### src/rtl/uart_tx_core.sv
// UART transmitter with an input FIFO: words are queued, then framed as
// start / LSB-first data / optional parity / stop bits on a registered tx line.
module uart_tx_core #(
  parameter int DATA_BITS    = 8,
  parameter int CLKS_PER_BIT = 8,
  parameter int PARITY       = 0,
  parameter int STOP_BITS    = 1,
  parameter int FIFO_DEPTH   = 4
) (
  input  logic                          clk,
  input  logic                          rst,
  input  logic                          tx_valid,
  input  logic [DATA_BITS-1:0]          tx_data,
  output logic                          tx_ready,
  output logic                          tx,
  output logic                          tx_busy,
  output logic [$clog2(FIFO_DEPTH):0]   fifo_count
);

  localparam int AW = $clog2(FIFO_DEPTH);
  localparam int CW = $clog2(CLKS_PER_BIT);
  localparam int BW = $clog2(DATA_BITS);

  localparam logic [AW:0]   FIFO_FULL = (AW+1)'(FIFO_DEPTH);
  localparam logic [CW-1:0] CLK_LAST  = CW'(CLKS_PER_BIT - 1);
  localparam logic [BW-1:0] DATA_LAST = BW'(DATA_BITS - 1);
  localparam logic [BW-1:0] STOP_LAST = BW'(STOP_BITS - 1);

  if (DATA_BITS < 5 || DATA_BITS > 9) begin : g_bad_data_bits
    $error("uart_tx_core: DATA_BITS must be 5..9");
  end
  if (CLKS_PER_BIT < 2) begin : g_bad_clks_per_bit
    $error("uart_tx_core: CLKS_PER_BIT must be >= 2");
  end
  if (PARITY < 0 || PARITY > 2) begin : g_bad_parity
    $error("uart_tx_core: PARITY must be 0, 1 or 2");
  end
  if (STOP_BITS < 1 || STOP_BITS > 2) begin : g_bad_stop_bits
    $error("uart_tx_core: STOP_BITS must be 1 or 2");
  end
  if (FIFO_DEPTH < 2 || (FIFO_DEPTH & (FIFO_DEPTH - 1)) != 0) begin : g_bad_fifo_depth
    $error("uart_tx_core: FIFO_DEPTH must be a power of 2, >= 2");
  end

  typedef enum logic [2:0] {
    ST_IDLE,
    ST_START,
    ST_DATA,
    ST_PARITY,
    ST_STOP
  } state_e;

  // ---------------------------------------------------------------- FIFO
  logic [DATA_BITS-1:0] mem_q [FIFO_DEPTH];
  logic [AW-1:0]        wr_ptr_q, rd_ptr_q;
  logic [AW:0]          count_q;
  logic                 push, pop, fifo_empty;

  assign tx_ready   = (count_q != FIFO_FULL);
  assign fifo_empty = (count_q == '0);
  assign push       = tx_valid && tx_ready;
  assign fifo_count = count_q;

  // NOTE: the storage array is deliberately not reset; pointers and count alone
  // decide which entries are valid, so clearing it would only cost flops.
  always_ff @(posedge clk) begin
    if (push) mem_q[wr_ptr_q] <= tx_data;
  end

  // Pointers are AW bits wide, so the +1 wraps modulo FIFO_DEPTH.
  always_ff @(posedge clk or posedge rst) begin
    if (rst) begin
      wr_ptr_q <= '0;
      rd_ptr_q <= '0;
      count_q  <= '0;
    end else begin
      if (push) wr_ptr_q <= wr_ptr_q + 1'b1;
      if (pop)  rd_ptr_q <= rd_ptr_q + 1'b1;
      case ({push, pop})
        2'b10:   count_q <= count_q + 1'b1;
        2'b01:   count_q <= count_q - 1'b1;
        default: count_q <= count_q;
      endcase
    end
  end

  // ----------------------------------------------------------- framer FSM
  state_e               state_q, state_d;
  logic [CW-1:0]        clk_cnt_q, clk_cnt_d;
  logic [BW-1:0]        bit_cnt_q, bit_cnt_d;
  logic [DATA_BITS-1:0] shift_q, shift_d;
  logic                 par_q, par_d;
  logic                 tx_q, tx_d;
  logic                 bit_done;
  logic [DATA_BITS-1:0] head_word;

  assign bit_done  = (clk_cnt_q == CLK_LAST);
  assign head_word = mem_q[rd_ptr_q];

  // NOTE: every signal driven here gets a default before the case statement,
  // so no path leaves one unassigned and no latch is inferred.
  always_comb begin
    state_d   = state_q;
    shift_d   = shift_q;
    par_d     = par_q;
    bit_cnt_d = bit_cnt_q;
    clk_cnt_d = (state_q == ST_IDLE || bit_done) ? '0 : clk_cnt_q + 1'b1;
    pop       = 1'b0;

    case (state_q)
      ST_IDLE: begin
        if (!fifo_empty) pop = 1'b1;
      end
      ST_START: begin
        if (bit_done) begin
          state_d   = ST_DATA;
          bit_cnt_d = '0;
        end
      end
      ST_DATA: begin
        if (bit_done) begin
          shift_d = shift_q >> 1;
          if (bit_cnt_q == DATA_LAST) begin
            bit_cnt_d = '0;
            state_d   = (PARITY != 0) ? ST_PARITY : ST_STOP;
          end else begin
            bit_cnt_d = bit_cnt_q + 1'b1;
          end
        end
      end
      ST_PARITY: begin
        if (bit_done) begin
          state_d   = ST_STOP;
          bit_cnt_d = '0;
        end
      end
      ST_STOP: begin
        if (bit_done) begin
          if (bit_cnt_q == STOP_LAST) begin
            if (!fifo_empty) pop = 1'b1;
            else             state_d = ST_IDLE;
          end else begin
            bit_cnt_d = bit_cnt_q + 1'b1;
          end
        end
      end
      default: state_d = ST_IDLE;
    endcase

    // Loading a word always restarts a frame, from IDLE or straight out of STOP.
    if (pop) begin
      shift_d   = head_word;
      par_d     = (PARITY == 2) ? ^head_word : ~^head_word;
      state_d   = ST_START;
      clk_cnt_d = '0;
      bit_cnt_d = '0;
    end

    case (state_d)
      ST_START:  tx_d = 1'b0;
      ST_DATA:   tx_d = shift_d[0];
      ST_PARITY: tx_d = par_d;
      default:   tx_d = 1'b1;
    endcase
  end

  always_ff @(posedge clk or posedge rst) begin
    if (rst) begin
      state_q   <= ST_IDLE;
      clk_cnt_q <= '0;
      bit_cnt_q <= '0;
      shift_q   <= '0;
      par_q     <= 1'b0;
      tx_q      <= 1'b1;
    end else begin
      state_q   <= state_d;
      clk_cnt_q <= clk_cnt_d;
      bit_cnt_q <= bit_cnt_d;
      shift_q   <= shift_d;
      par_q     <= par_d;
      tx_q      <= tx_d;
    end
  end

  assign tx      = tx_q;
  assign tx_busy = (state_q != ST_IDLE) || !fifo_empty;

endmodule

### config.mk
export PLATFORM = sky130hd
export DESIGN_NAME = uart_tx_core
export DESIGN_NICKNAME = d
export VERILOG_FILES = /design/src/rtl/uart_tx_core.sv
export SDC_FILE = /design/constraint.sdc
export NUM_CORES = 1
export LEC_CHECK = 0
export CORE_MARGIN = 3
export CORE_UTILIZATION = 58
export DETAILED_ROUTE_END_ITERATION = 10
export GPL_TIMING_DRIVEN = 0
export PLACE_DENSITY = 0.89
export SLEW_MARGIN = 15
export SYNTH_ARGS = -nofsm -noshare
export SYNTH_HDL_FRONTEND = slang
export SYNTH_SLANG_ARGS = --single-unit
### constraint.sdc
create_clock -name clk -period 3.8 [get_ports clk]
set_clock_uncertainty 0.05 [all_clocks]
set_input_delay 1.14 -clock clk [delete_from_list [all_inputs] [get_ports clk]]
set_output_delay 1.14 -clock clk [all_outputs]
set_load 0.1 [all_outputs]
==> flow_summary.ini <==
[grt]
antenna_found_initial = 0
grt.total_usage_pct = 19.1
grt_max_degree = 27
overflow = 0
grt_first_pass_wirelength_um = 7450
grt_pass1_vias = 1644

[drt]
drc = 0
routed_wirelength_um = 4450
vias = 1501
vias_per_cell = 5.77
drtAntennaViolNets = 0
drtIter0Drc = 70
dr.pass1.iters = 4
post_drt_wl_per_cell_um = 17.1

[sta]
final_max_slew_viol_count = 0
tns_ns = 0
fmax_mhz = 287
rsz0062_at_grt = false
min_period_ns = 3.48
setup_viol = 0
fin_hold_ws_ns = 0.398
setup_ws_ns = 0.317
finalHoldViolations = 0
fin_crit_sh_pct = 91.7
slew-limit-headroom_pct = 34.8
tightest_slew_ns = 0.975

[clock_tree]
h-tree-depth = 3
cts_tree = built
cts_sinks = 58
cts_resized = 0
clk_latency_ns = 0.32
root_buffer = clkbuf_8
postCtsSetupBuffers = 0
clk_pin_slew_worst_paths_ns = 0.06
numCtsBuffers = 9
cts_hold_buf = 0
cts_buffer_depth = 2

[setup_path]
r2r_slack_ns = 0.69
worstPathRequired_ns = 2.61
crit_arrival_ns = 2.29
cp-end-kind = primary output
startpoint_type = flop
crit_fanout = 4
crit_type = reg -> out

[power_and_ir_drop]
ir_drop_mv = 0.624
power_density_nw_per_um2 = 895
p_leak_uw = 0.00122

[logic_synthesis]
seq_area_frac_synth_pct = 62.6
yosys_most_used_dff = edfxtp_1
yosys_warnings = 0
postSynthCellCount = 179
synth_area_leaders = edfxtp_1 (37%), dfrtp_1 (24%), mux4_1 (5.1%)
ys_seq_elements = 58
netlist_area_um2 = 2580
avgSynthCellArea_um2 = 14.4
synth_edf_count = 32
synthArstFlopShare_pct = 44.8
syn-num-nets = 201
synth_top_area_share_pct = 37.3
synth.distinct_cells = 36
synth_area_leader_cell = edfxtp_1

[finish]
area_delta_synth_final_pct = 17.6
final_common_cell = edfxtp_1
final_area_um2 = 3030
antenna_cells = 0
final_cell_mix = edfxtp_1 (32), dfrtp_1 (25), clkdlybuf4s50_1 (16), o21ai_0 (12)
nets = 228
layout-drive-gt1-share_pct = 12.9
finalNonFillerCells = 260

[floorplanning]
die_w_um = 72.6
fp-row-count = 23
die_h_um = 72.6
die_area_um2 = 5280
core_um2 = 4140
start_util_pct = 62.2
ios = 17

[placed_design]
place_inst = 245
port_buffers = 16
placed_cell_area_um2 = 2800
gp_congestion = 0.806
dp_slack_ns = 0.659
dp_hpwl_um = 3180

[flow_run]
cap_viol_max_count = 0

[hold_path]
hold_class = reg -> reg

[run_status]
status = completed
per-layer routing:
| metal | wire [um] | up-vias | track usage, % | part of all wire, % |
|---|---|---|---|---|
| li1 | - | 706 | - | - |
| met1 | 1830 | 747 | 21.7 | 41 |
| met2 | 2380 | 39 | 34.0 | 53 |
| met3 | 150 | 9 | 3.99 | 3.4 |
| met4 | 92 | 0 | 9.63 | 2.1 |
| met5 | 0 | - | 0 | 0 |
sequential cells by signal (all words and copies together), names as in the netlist:
signal      cells
state_q         3
shift_q         8
clk_cnt_q       3
par_q           1
wr_ptr_q        2
fifo_count      3
tx              1
rd_ptr_q        2
bit_cnt_q       3
mem_q          32
through the flow:
step | total power (uW) | utilization (%)
2_1_floorplan | 1800 | -
3_3_place_gp | 1970 | 67.5
3_5_place_dp | 2050 | 67.5
4_1_cts | 2720 | 73.1
5_1_grt | 2850 | 73.1
6_report | 2710 | 73.1
final cells by class:
type / instances / area, um2
Buffer: 5 / 40.0
Clock buffer: 9 / 124
Clock inverter: 6 / 106
Fill cell: 261 / 1110
Inverter: 11 / 41.3
Multi-Input combinational cell: 105 / 882
Sequential cell: 58 / 1610
Tap cell: 50 / 62.6
Timing Repair Buffer: 16 / 160
Yosys cell counts (2+ instances only):
master    number
and2_1         3
nand2b_1       3
edfxtp_1      32
mux4_1         5
mux2i_1        5
nor2_1         9
dfrtp_1       25
xnor2_1       10
nand3_1        2
or3_1          2
nand2_1       10
a21oi_1        5
a22o_1         2
xor2_1         3
buf_2          3
a21o_1         3
nor3_1         2
inv_1         10
nand3b_1       2
and3_1         5
o21ai_0       12
ha_1          10
mux4_2         3
report_power, final:
part	total, uW	switching (uW)	leakage, uW	internal [uW]
clock network	657	229	0.000113	428
registers	960	93.4	0.000612	867
logic	1100	658	0.000495	438
critical path, cell delays in order (launching register included):
cell	delay, ns
dfrtp_1	0.42
or3_1	0.42
nand2b_1	0.16
clkdlybuf4s50_1	0.97
cells by family after synthesis:
family	synth area share, %
DFF	62.6
and+or+nand+nor	7.77
AOI/OAI and AO/OA	6.75
buffers and inverters	3.16
xor gates and xnor gates	4.42
muxes	9.66
adders and majority gates	5.63
path summary, 6_finish.rpt:
kind | from | to | depth (start not counted)
hold reg to reg | clk_cnt_q[0] | clk_cnt_q[0] | 1
min in group asynchronous | rst | bit_cnt_q[0] | 2
max in group asynchronous | rst | shift_q[5] | 2
setup reg to reg | clk_cnt_q[0] | fifo_count[2] | 14
hold / removal | clk_cnt_q[0] | clk_cnt_q[0] | 1
setup / recovery | fifo_count[2] | tx_busy | 3
Power figures use the tool's default switching activity.
==> RTL change (config.mk and constraints unchanged) <==
The 5 states of `state_e` get a one-hot encoding in 5 bits.
--- a/src/rtl/uart_tx_core.sv
+++ b/src/rtl/uart_tx_core.sv
@@ -44,8 +44,8 @@
 
-  typedef enum logic [2:0] {
-    ST_IDLE,
-    ST_START,
-    ST_DATA,
-    ST_PARITY,
-    ST_STOP
+  typedef enum logic [4:0] {
+    ST_IDLE   = 5'b00001,
+    ST_START  = 5'b00010,
+    ST_DATA   = 5'b00100,
+    ST_PARITY = 5'b01000,
+    ST_STOP   = 5'b10000
   } state_e;
Formal check against the unedited RTL: no difference found for any inputs over 10 cycles, from zero or initial values and one cycle with rst high; not proved beyond that.
==> RTL change against the unedited design <==
First-iteration DRC count rose by 80%. Fmax about the same. Sequential cell count is 2 higher. Register-to-register slack gained 180 ps. Design area up 9.0%. Routed wire length increased by 5.2%. Count of clock-buffer cells in the layout unchanged. Power up 0.49%. Setup slack barely moved. Area after synthesis rose by 12%. Critical endpoint unchanged. Largest cell class unchanged. Highest routed layer unchanged.
==> RTL change: results (changes against the unedited design) <==
The run finished with clean final reports. Async set or reset register ratio after synthesis: 46.7% (+1.8 points). The count of cell types in the netlist came out at 56 (+56%). The wire length on met1 is 2.10 mm (+15%), and the met3 demand-to-capacity share in global routing is 4.96% (+0.97 points). The fraction of met2 tracks used by global routing is 30.6% (-3.4 points), and the post-route non-filler standard cell count is 312 (+20%). The pre-CTS worst setup slack was 282 ps (-377 ps); the worst hold slack after final layout was 393 ps (-5.57 ps).

The routed wire length on met2 is 2.35 mm (-1.1%). By area the synthesized netlist is led by sky130_fd_sc_hd__edfxtp_1 (33%), sky130_fd_sc_hd__dfrtp_1 (23%), sky130_fd_sc_hd__mux4_1 (4.5%). Relative max-transition margin: 35.1% (+0.23 points). Share of power burned in combinational logic: 46.5% (+6.1 points). The run gives 138 um (-8.0%) as the detailed-routed wire length on met3. The critical path's top delay family was simple AND/OR/NAND/NOR gates. For the layout filler cell count, the log shows 323 (+24%).

The average size of a mapped cell works out to 13.6 um2 (-5.7%). Counting instances in the post-synthesis netlist gives the leading cell types as sky130_fd_sc_hd__edfxtp_1 (32), sky130_fd_sc_hd__dfrtp_1 (26), sky130_fd_sc_hd__nand2_1 (20). The largest registers in the layout are mem_q x32, shift_q x8, state_q x5.

The number of nets at the end of the flow came out at 262 (+15%). The tools report the aggregate global-route resource usage as 18.9% (-0.24 points). The internal power is 1.65 mW (-5.0%), and the total placed instance area is 3130 um2 (+12%). The run gives 296 (+21%) as the count of placed standard cells including taps. The detailed-route vias per instance was 5.42 (-6.2%).

The detailed-route wire length per cell came out at 15.0 um (-12%). The run gives 870 ps (+180 ps) as the register-to-register path setup slack.
[RTL change: cell count changes in the layout (fill, tap and decap cells not counted), sizes merged, moves of 4 or more]
cell   change
o21ai     -10
buf        +5
nor2       +5
nand3      +5
a31oi      +4
nand2     +10
[RTL change: cells by family after synthesis]
group,Yosys count,synth area share (%)
multiplexers,11,7.92
XOR/XNOR,15,4.55
AO/OA/AOI/OAI,25,7.06
flip-flops,60,57.6
buffers and inverters,23,4.59
adder cells (fa/ha/maj),11,5.02
AND/OR/NAND/NOR,68,13.3
[RTL change: area by class of cell]
type | instances | area, um2 | share of cell area, %
clock inverters | 7 | 43.8 | 1.33
multi-input cells | 130 | 1090 | 33.1
inverters | 12 | 46.3 | 1.40
repair buffers | 16 | 159 | 4.81
plain buffers | 11 | 86.3 | 2.62
well taps | 67 | 83.8 | 2.54
flip-flops and latches | 60 | 1660 | 50.4
clock buffers | 9 | 124 | 3.75
[RTL change: timing repair]
item,in CTS,in global routing
setup endpoints to repair,1,0
gates resized for setup,1,0
hold buffers,0,0
